<file path="src/rtl/dac_out_pkg.sv">
// Shared constants and arithmetic helpers for the multi-channel DAC output stage.
package dac_out_pkg;

  localparam logic [1:0] ST_IDLE  = 2'd0;
  localparam logic [1:0] ST_PROC  = 2'd1;
  localparam logic [1:0] ST_SHIFT = 2'd2;
  localparam logic [1:0] ST_GAP   = 2'd3;

  localparam logic [1:0] SER_IDLE  = 2'd0;
  localparam logic [1:0] SER_SHIFT = 2'd1;
  localparam logic [1:0] SER_GAP   = 2'd2;

  function automatic int frame_w(input int cmd_w, input int data_w);
    return cmd_w + data_w;
  endfunction

  function automatic int midscale(input int w);
    return 1 << (w - 1);
  endfunction

  // Pull a signed sample toward zero by ns without crossing it.
  function automatic int sat_sub(input int y, input int ns);
    if (y > 0) return (y > ns) ? y - ns : 0;
    else if (y < 0) return (-y > ns) ? y + ns : 0;
    else return 0;
  endfunction

  function automatic int shift_sat(input int y, input int sh, input int w);
    longint v;
    longint hi;
    longint lo;
    v  = longint'(y) <<< sh;
    hi = (longint'(1) <<< (w - 1)) - 1;
    lo = -(longint'(1) <<< (w - 1));
    if (v > hi) return int'(hi);
    if (v < lo) return int'(lo);
    return int'(v);
  endfunction

endpackage

</file>
<file path="src/rtl/dac_output_multi_hpf_serializer.sv">
// Self-timed SPI engine: shared SYNC/SCLK, one shift register and DIN per DAC.
module dac_spi_serializer
  import dac_out_pkg::*;
#(
  parameter int NUM_DAC  = 8,
  parameter int FRAME_W  = 24,
  parameter int SCLK_DIV = 2,
  parameter int CH_W     = 3
) (
  input  logic               dataclk,
  input  logic               reset_n,
  input  logic               load,
  input  logic [CH_W-1:0]    load_ch,
  input  logic [FRAME_W-1:0] load_word,
  input  logic               start,
  output logic               dac_sync,
  output logic               dac_sclk,
  output logic [NUM_DAC-1:0] dac_din,
  output logic               in_gap,
  output logic               done
);

  localparam int CNT_W = $clog2(2 * SCLK_DIV);
  localparam int BIT_W = $clog2(FRAME_W + 1);
  localparam logic [CNT_W-1:0] CNT_HALF = CNT_W'(SCLK_DIV - 1);
  localparam logic [CNT_W-1:0] CNT_LAST = CNT_W'(2 * SCLK_DIV - 1);
  localparam logic [BIT_W-1:0] BIT_LAST = BIT_W'(FRAME_W - 1);

  logic [1:0]         ser_state;
  logic [CNT_W-1:0]   cnt;
  logic [BIT_W-1:0]   bit_cnt;
  logic [FRAME_W-1:0] shreg [NUM_DAC];
  logic               shift_now;

  // A new bit goes out on every SCLK rise: the first one on start, the rest at each bit boundary.
  always_comb begin
    shift_now = 1'b0;
    if (ser_state == SER_IDLE && start) shift_now = 1'b1;
    if (ser_state == SER_SHIFT && cnt == CNT_LAST && bit_cnt != BIT_LAST) shift_now = 1'b1;
  end

  assign in_gap = (ser_state == SER_GAP);
  assign done   = (ser_state == SER_GAP) && (cnt == CNT_HALF);

  always_ff @(posedge dataclk or negedge reset_n) begin
    if (!reset_n) begin
      ser_state <= SER_IDLE;
      cnt       <= '0;
      bit_cnt   <= '0;
      dac_sync  <= 1'b1;
      dac_sclk  <= 1'b0;
      dac_din   <= '0;
      for (int i = 0; i < NUM_DAC; i++) shreg[i] <= '0;
    end else begin
      if (load) shreg[load_ch] <= load_word;
      if (shift_now) begin
        dac_sclk <= 1'b1;
        cnt      <= '0;
        for (int i = 0; i < NUM_DAC; i++) begin
          dac_din[i] <= shreg[i][FRAME_W-1];
          shreg[i]   <= shreg[i] << 1;
        end
      end
      case (ser_state)
        SER_IDLE: if (start) begin
          ser_state <= SER_SHIFT;
          dac_sync  <= 1'b0;
          bit_cnt   <= '0;
        end
        SER_SHIFT: if (cnt == CNT_LAST) begin
          if (bit_cnt == BIT_LAST) begin
            ser_state <= SER_GAP;
            dac_sync  <= 1'b1;
            dac_sclk  <= 1'b0;
            dac_din   <= '0;
            cnt       <= '0;
          end else begin
            bit_cnt <= bit_cnt + 1'b1;
          end
        end else begin
          cnt <= cnt + 1'b1;
          if (cnt == CNT_HALF) dac_sclk <= 1'b0;
        end
        SER_GAP: if (cnt == CNT_HALF) ser_state <= SER_IDLE;
                 else cnt <= cnt + 1'b1;
        default: ser_state <= SER_IDLE;
      endcase
    end
  end

endmodule

</file>
<file path="src/rtl/dac_output_multi_hpf.sv">
// Multi-DAC output stage: shared HPF / noise / gain pipeline feeding a common SPI serializer.
module dac_output_multi_hpf
  import dac_out_pkg::*;
#(
  parameter int NUM_DAC  = 8,
  parameter int DATA_W   = 16,
  parameter int CMD_W    = 8,
  parameter int SCLK_DIV = 2
) (
  input  logic                      dataclk,
  input  logic                      reset_n,
  input  logic                      sample_valid,
  output logic                      sample_ready,
  input  logic [NUM_DAC*DATA_W-1:0] DAC_input,
  input  logic [NUM_DAC-1:0]        DAC_en,
  input  logic [3*NUM_DAC-1:0]      gain,
  input  logic [6:0]                noise_suppress,
  input  logic [15:0]               HPF_coefficient,
  input  logic                      HPF_en,
  input  logic [NUM_DAC*DATA_W-1:0] DAC_thrsh,
  input  logic [NUM_DAC-1:0]        DAC_thrsh_pol,
  output logic [NUM_DAC-1:0]        DAC_thrsh_out,
  output logic                      overrun,
  input  logic                      overrun_clr,
  output logic                      DAC_SYNC,
  output logic                      DAC_SCLK,
  output logic [NUM_DAC-1:0]        DAC_DIN
);

  localparam int FRAME_W = frame_w(CMD_W, DATA_W);
  localparam int CH_W    = (NUM_DAC > 1) ? $clog2(NUM_DAC) : 1;
  localparam int X_W     = DATA_W + 2;
  localparam int S_W     = DATA_W + 16;
  localparam int P_W     = DATA_W + 20;

  logic [1:0]                state;
  logic [1:0]                phase;
  logic [CH_W-1:0]           ch;
  logic [NUM_DAC*DATA_W-1:0] samp_q, thr_q;
  logic [NUM_DAC-1:0]        en_q, pol_q;
  logic [3*NUM_DAC-1:0]      gain_q;
  logic signed [S_W-1:0]     hpf_state [NUM_DAC];
  logic signed [X_W-1:0]     x_c, st_top, diff_c, diff_q;
  logic signed [X_W:0]       diff_wide;
  logic signed [P_W-1:0]     prod_q;
  logic signed [17:0]        coef_ext;
  logic signed [DATA_W-1:0]  y_c;
  logic [DATA_W-1:0]         samp_c, y_off, thr_c, s_c, data_c;
  logic [FRAME_W-1:0]        word_c;
  logic                      thr_hit, last_ch, start_q, load, ser_gap, ser_done;

  // Stage 1 works in a 2-bit-extended signed domain against the top of the filter state.
  always_comb begin
    samp_c    = samp_q[ch*DATA_W +: DATA_W];
    x_c       = {~samp_c[DATA_W-1], samp_c[DATA_W-2:0], 2'b00};
    st_top    = hpf_state[ch][S_W-1 -: X_W];
    diff_wide = {x_c[X_W-1], x_c} - {st_top[X_W-1], st_top};
    if (diff_wide[X_W] != diff_wide[X_W-1])
      diff_c = diff_wide[X_W] ? {1'b1, {(X_W-1){1'b0}}} : {1'b0, {(X_W-1){1'b1}}};
    else
      diff_c = diff_wide[X_W-1:0];
  end

  assign coef_ext = {1'b0, HPF_coefficient, 1'b0};

  always_comb begin
    y_c     = HPF_en ? diff_q[X_W-1:2] : {~samp_c[DATA_W-1], samp_c[DATA_W-2:0]};
    y_off   = {~y_c[DATA_W-1], y_c[DATA_W-2:0]};
    thr_c   = thr_q[ch*DATA_W +: DATA_W];
    thr_hit = pol_q[ch] ? (y_off >= thr_c) : (y_off <= thr_c);
    s_c     = DATA_W'(shift_sat(sat_sub(int'(y_c), int'({noise_suppress, 4'b0000})),
                                int'(gain_q[ch*3 +: 3]), DATA_W));
    data_c  = en_q[ch] ? {~s_c[DATA_W-1], s_c[DATA_W-2:0]} : DATA_W'(midscale(DATA_W));
    word_c  = {{CMD_W{1'b0}}, data_c};
  end

  assign load    = (state == ST_PROC) && (phase == 2'd2);
  assign last_ch = (ch == CH_W'(NUM_DAC - 1));

  // Frame sequencer; channels share the pipeline strictly one after another.
  always_ff @(posedge dataclk or negedge reset_n) begin
    if (!reset_n) begin
      state         <= ST_IDLE;
      sample_ready  <= 1'b1;
      phase         <= 2'd0;
      ch            <= '0;
      samp_q        <= '0;
      thr_q         <= '0;
      en_q          <= '0;
      pol_q         <= '0;
      gain_q        <= '0;
      diff_q        <= '0;
      prod_q        <= '0;
      start_q       <= 1'b0;
      DAC_thrsh_out <= '0;
      for (int i = 0; i < NUM_DAC; i++) hpf_state[i] <= '0;
    end else begin
      start_q <= 1'b0;
      case (state)
        ST_IDLE: if (sample_valid) begin
          samp_q       <= DAC_input;
          en_q         <= DAC_en;
          gain_q       <= gain;
          thr_q        <= DAC_thrsh;
          pol_q        <= DAC_thrsh_pol;
          state        <= ST_PROC;
          sample_ready <= 1'b0;
          phase        <= 2'd0;
          ch           <= '0;
        end
        ST_PROC: case (phase)
          2'd0: begin
            diff_q <= diff_c;
            phase  <= 2'd1;
          end
          2'd1: begin
            prod_q <= diff_q * coef_ext;
            phase  <= 2'd2;
          end
          default: begin
            hpf_state[ch]     <= hpf_state[ch] + S_W'(prod_q >>> 3);
            DAC_thrsh_out[ch] <= en_q[ch] & thr_hit;
            phase             <= 2'd0;
            if (last_ch) begin
              state   <= ST_SHIFT;
              start_q <= 1'b1;
            end else begin
              ch <= ch + 1'b1;
            end
          end
        endcase
        ST_SHIFT, ST_GAP: begin
          if (ser_done) begin
            state        <= ST_IDLE;
            sample_ready <= 1'b1;
          end else if (ser_gap) begin
            state <= ST_GAP;
          end
        end
        default: state <= ST_IDLE;
      endcase
    end
  end

  always_ff @(posedge dataclk or negedge reset_n) begin
    if (!reset_n) overrun <= 1'b0;
    else if (overrun_clr) overrun <= 1'b0;
    else if (sample_valid && !sample_ready) overrun <= 1'b1;
  end

  dac_spi_serializer #(
    .NUM_DAC (NUM_DAC),
    .FRAME_W (FRAME_W),
    .SCLK_DIV(SCLK_DIV),
    .CH_W    (CH_W)
  ) u_ser (
    .dataclk  (dataclk),
    .reset_n  (reset_n),
    .load     (load),
    .load_ch  (ch),
    .load_word(word_c),
    .start    (start_q),
    .dac_sync (DAC_SYNC),
    .dac_sclk (DAC_SCLK),
    .dac_din  (DAC_DIN),
    .in_gap   (ser_gap),
    .done     (ser_done)
  );

endmodule
</file>
<file path="config.mk">
export PLATFORM = sky130hd
export DESIGN_NAME = dac_output_multi_hpf
export DESIGN_NICKNAME = d
export VERILOG_FILES = /design/src/rtl/dac_out_pkg.sv /design/src/rtl/dac_output_multi_hpf_serializer.sv /design/src/rtl/dac_output_multi_hpf.sv
export SDC_FILE = /design/constraint.sdc
export NUM_CORES = 2
export LEC_CHECK = 0
export BUFFER_PORTS_ARGS = -buffer_cell sky130_fd_sc_hd__buf_2
export CORE_MARGIN = 2
export CORE_UTILIZATION = 38
export DETAILED_ROUTE_END_ITERATION = 8
export GPL_TIMING_DRIVEN = 0
export SLEW_MARGIN = 20
export SYNTH_ARGS = -nofsm -noshare
export SYNTH_HDL_FRONTEND = slang
export SYNTH_SLANG_ARGS = --single-unit
</file>
<file path="constraint.sdc">
create_clock -name dataclk -period 7 [get_ports dataclk]
set_input_delay 0.35 -clock dataclk [delete_from_list [all_inputs] [get_ports dataclk]]
set_output_delay 0.35 -clock dataclk [all_outputs]
set_load 0.1 [all_outputs]
</file>
==> impl_results.html <==
<table>
<tr><th>Metric</th><th>Value</th></tr>
<tr><th colspan="2">Worst setup path</th></tr>
<tr><td>Worst R2R Setup Slack</td><td>0.11 ns</td></tr>
<tr><td>Critical register-to-register path endpoint</td><td>prod_q[34]</td></tr>
<tr><td>Startpoint kind of the worst setup timing path</td><td>flip-flop</td></tr>
<tr><td>Category of the worst setup path capture point</td><td>flip-flop</td></tr>
<tr><td>Beginning of the worst register-to-register path</td><td>diff_q[14]</td></tr>
<tr><td>Register-to-Register Path Depth</td><td>24</td></tr>
<tr><td>Critical path class</td><td>reg -&gt; reg</td></tr>
<tr><td>WP data required</td><td>7.54 ns</td></tr>
<tr><td>Max Fanout on Critical Path</td><td>10</td></tr>
<tr><td>CP Data Arrival Time</td><td>7.43 ns</td></tr>
<tr><th colspan="2">Logic synthesis</th></tr>
<tr><td>Total of flip-flops plus latches after synthesis</td><td>831</td></tr>
<tr><td>Most frequently used flop master after synthesis</td><td>dfrtp_1</td></tr>
<tr><td>Number of flops mapped to enable cells by yosys</td><td>0</td></tr>
<tr><td>Proportion of netlist area held by the largest area contributor</td><td>40.6%</td></tr>
<tr><td>FFs w/ async S/R, synth</td><td>100%</td></tr>
<tr><td>Synthesized Nets</td><td>6431</td></tr>
<tr><td>Distinct cell type count of the synthesized netlist</td><td>92</td></tr>
<tr><td>Cell taking the most area after synthesis</td><td>dfrtp_1</td></tr>
<tr><td>Mean cell area of the mapped netlist</td><td>9.07 µm²</td></tr>
<tr><td>Ranking of synthesized cells by area</td><td>dfrtp_1 (41%), nand2_1 (12%), fa_1 (11%)</td></tr>
<tr><td>Share of synthesized area occupied by flip-flops and latches</td><td>40.7%</td></tr>
<tr><td>Post-synthesis instance area</td><td>51100 µm²</td></tr>
<tr><td>Synthesis Warnings</td><td>0</td></tr>
<tr><td>Gate count after technology mapping</td><td>5635</td></tr>
<tr><th colspan="2">Cells and area</th></tr>
<tr><td>P&amp;R area growth vs syn</td><td>22.1%</td></tr>
<tr><td>Post-layout net count</td><td>7208</td></tr>
<tr><td>Layout cells sized above 1</td><td>12.7%</td></tr>
<tr><th colspan="2">Floorplanning</th></tr>
<tr><td>Boundary pin count</td><td>344</td></tr>
<tr><td>Total number of placement rows</td><td>134</td></tr>
<tr><td>Horiz. Die Dim</td><td>371 µm</td></tr>
<tr><td>Y dimension of the die</td><td>371 µm</td></tr>
<tr><td>DIE AREA</td><td>137000 µm²</td></tr>
<tr><td>Starting Density</td><td>38.3%</td></tr>
<tr><td>Core outline area</td><td>133000 µm²</td></tr>
<tr><th colspan="2">Route</th></tr>
<tr><td>Detail Route Antenna Nets</td><td>0</td></tr>
<tr><td>Average vias per placed instance</td><td>5.44</td></tr>
<tr><td>Via Count</td><td>44900</td></tr>
<tr><td>Initial DRC count</td><td>4287</td></tr>
<tr><td>Wire length after detailed routing</td><td>185000 µm</td></tr>
<tr><td>DRC violations left</td><td>0</td></tr>
<tr><td>TritonRoute pass-1 iters</td><td>7</td></tr>
<tr><td>Post-DR wirelength/cell</td><td>22.4 µm</td></tr>
<tr><th colspan="2">STA</th></tr>
<tr><td>Number of pins exceeding their max-slew limit in the final report</td><td>0</td></tr>
<tr><td>Max-slew headroom at the worst pin</td><td>19.8%</td></tr>
<tr><td>Slack of the critical path</td><td>0.111 ns</td></tr>
<tr><td>Actual slew at the worst max-slew pin</td><td>1.20 ns</td></tr>
<tr><td>Maximum clock frequency</td><td>0.145 GHz</td></tr>
<tr><td>Final critical path time including I/O delays and setup</td><td>6.89 ns</td></tr>
<tr><td>Final critical-path share of the clock period</td><td>98.4%</td></tr>
<tr><td>Setup Total Neg Slack</td><td>0 ns</td></tr>
<tr><td>Hold Slack</td><td>0.116 ns</td></tr>
<tr><td>Number of failing setup endpoints in the final timing report</td><td>0</td></tr>
<tr><td>Final hold vios</td><td>0</td></tr>
<tr><td>Worst setup skew after layout</td><td>0.0631 ns</td></tr>
<tr><th colspan="2">Placed design</th></tr>
<tr><td>Pre-CTS setup slack</td><td>-2.63 ns</td></tr>
<tr><td>I/O Buffers</td><td>335</td></tr>
<tr><td>Estimated wirelength of the detail-placed design</td><td>135000 µm</td></tr>
<tr><td>GPL Wtd Cong</td><td>0.925</td></tr>
<tr><th colspan="2">Job</th></tr>
<tr><td>Max-capacitance violation count</td><td>0</td></tr>
<tr><th colspan="2">Global route</th></tr>
<tr><td>Total Routing Usage GR</td><td>26.9%</td></tr>
<tr><td>Initial antenna violation count</td><td>15</td></tr>
<tr><td>Number of global-route vias before repair</td><td>45300</td></tr>
<tr><td>Wire length of the first global-routing pass</td><td>281000 µm</td></tr>
<tr><td>Congestion Overflow GR</td><td>0</td></tr>
<tr><td>Largest net degree at the start of global routing</td><td>136</td></tr>
<tr><th colspan="2">CTS</th></tr>
<tr><td>Number of buffers created by CTS</td><td>90</td></tr>
<tr><td>Clock latency of the later-clocked register in the worst-skew pair</td><td>0.74 ns</td></tr>
<tr><td>Buffer depth of the longest clock path</td><td>3</td></tr>
<tr><td>Clock root buffer</td><td>clkbuf_16</td></tr>
<tr><td>Count of clock tree sinks</td><td>831</td></tr>
<tr><td>TritonCTS clock tree</td><td>yes</td></tr>
<tr><td>CTS H-tree depth</td><td>3</td></tr>
<tr><td>Clock edge transition at the registers on the reported setup and hold paths</td><td>0.06 ns</td></tr>
<tr><th colspan="2">Status</th></tr>
<tr><td>Run status</td><td>finished, final reports clean</td></tr>
<tr><th colspan="2">Hold path</th></tr>
<tr><td>Class of the tightest hold or removal check</td><td>in -&gt; async</td></tr>
</table>
==> cell usage in the layout (no fill, tap or decap), types with 14 or more instances in the layout <==
master         synthesis  routed
fa_1                 291     289
a221oi_1              29      27
o21ai_1               78      79
dlygate4sd3_1          0     299
and2_1               140     140
clkbuf_1             274     246
nand4_1               20      20
buf_2                 19     350
dfrtp_1              829     813
mux2_2                75      75
buf_4                  3      47
nand3_1               37      37
a22o_1                92      92
nor3_1                39      34
clkbuf_8               0      27
or2_2                 22      22
nand2_1             1672    1672
and3_1                22      21
a22oi_1              163     162
a211oi_1              24      20
nor2_1               179     175
clkinv_2               0      15
xor2_1                28      27
o22ai_1               73      73
nand2b_1              34      34
a21o_1                48      48
o21a_1                15      14
a21oi_1              135     131
inv_1                413     413
a31oi_1               34      34
nor2b_1               20      19
clkbuf_16              0      90
o21bai_1              18      17
mux2i_1               87      83
clkbuf_2               1      20
o21ai_0              274     271
xnor2_1               64      59
ha_1                 181     177
==> cell families (layout without fill, tap and decap cells) <==
kind of cell             after synthesis  count (layout)  synth area share (%)
other                                  0               3                     0
adder cells (fa/ha/maj)              482             482                  16.0
AO/OA/AOI/OAI                       1101            1101                  14.5
multiplexers                         167             167                  3.51
AND/OR/NAND/NOR                     2225            2225                  18.1
flip-flops                           831             831                  40.7
buffers and inverters                737            1586                  5.59
XOR/XNOR                              92              92                  1.58
==> layout make-up <==
type / count / area [µm²]
inverter: 416 / 1560
buffer: 318 / 1500
fill: 12700 / 71100
multi-input combinational: 4067 / 27900
clock buffer: 131 / 2640
tap: 1768 / 2210
timing repair buffer: 688 / 5340
antenna: 3 / 7.51
clock inverter: 33 / 420
sequential: 831 / 20800
==> critical path, stage by stage, from the launching register on <==
cell and delay [ns]:
dfrtp_2 0.49, buf_4 0.23, nand2_1 0.08, fa_1 0.51, inv_1 0.06, fa_1 0.47, inv_1 0.05, fa_1 0.47
fa_1 0.56, fa_1 0.56, inv_1 0.06, fa_1 0.56, ha_2 0.32, a21o_1 0.20, a21oi_2 0.19, o22a_1 0.24
a311oi_2 0.14, o31ai_2 0.36, o21ai_2 0.14, a211oi_2 0.24, o21bai_1 0.12, a31oi_1 0.19, o21bai_1 0.13, xnor2_2 0.25
o21ai_0 0.11
==> cells in the mapped netlist, types with 8 or more instances <==
library cell,number
a221oi_1,29
nor2_1,179
o21bai_1,18
a21oi_1,135
dfrtp_1,829
or2_2,22
mux2_2,75
and2_1,140
nand3_1,37
a22o_1,92
nand2_1,1672
a211oi_1,24
o211ai_1,9
maj3_1,10
clkbuf_1,274
nor2b_1,20
nand2b_1,34
buf_2,19
and3_1,22
o21a_1,15
nand4_1,20
nor3_1,39
or3_1,11
o22ai_1,73
mux2i_1,87
inv_1,413
o21ai_1,78
o31ai_1,14
xnor2_1,64
a221o_1,8
xor2_1,28
a31oi_1,34
a21o_1,48
buf_1,17
ha_1,181
a22oi_1,163
o21ai_0,274
fa_1,291
==> worst max path at each step <==
stage                from                to
4_1_cts             ch[0]  u_ser.shreg[104]
5_1_grt        diff_q[13]        prod_q[34]
6_report       diff_q[14]        prod_q[34]
2_1_floorplan       ch[0]    hpf_state[191]
3_3_place_gp      reset_n         prod_q[5]
3_5_place_dp        ch[0]     hpf_state[63]
==> stage by stage <==
stage                     area (µm²)  instances  utilization, %
after floorplan                51100       5635               -
after global placement         55000       7738            41.2
after detailed placement       55200       7745            41.4
after CTS                      61700       8220            46.2
after global routing           62400       8253            46.7
final                          62400       8255            46.7
==> routing by layer <==
metal	GRT usage (%)	routed length (µm)	part of all wire (%)
met5	0	99	0.054
met4	10.5	7890	4.3
met3	4.82	13700	7.4
met2	42.5	84900	46
met1	36.5	78400	42
==> sequential cells by signal, indices dropped and copies added, names as in the netlist, 3 cells and up <==
| register | count |
|---|---|
| en_q | 8 |
| diff_q | 18 |
| ch | 3 |
| gain_q | 24 |
| u_ser.dac_din | 8 |
| thr_q | 128 |
| u_ser.shreg | 192 |
| DAC_thrsh_out | 8 |
| prod_q | 32 |
| hpf_state | 256 |
| samp_q | 128 |
| u_ser.bit_cnt | 5 |
| pol_q | 8 |
==> what timing repair did <==
| item | CTS | global route |
|---|---|---|
| hold buffers | 299 | 0 |
| endpoints found under the setup margin | 368 | 213 |
| buffers inserted | 14 | 33 |
| hold endpoints to repair | 510 | 0 |
| pin swaps | 6 | 16 |
| resized for setup | 117 | 108 |
Power is left out: the tool's default activity adds up to more than one toggle a clock period on the data nets, which glitch-free logic cannot reach.
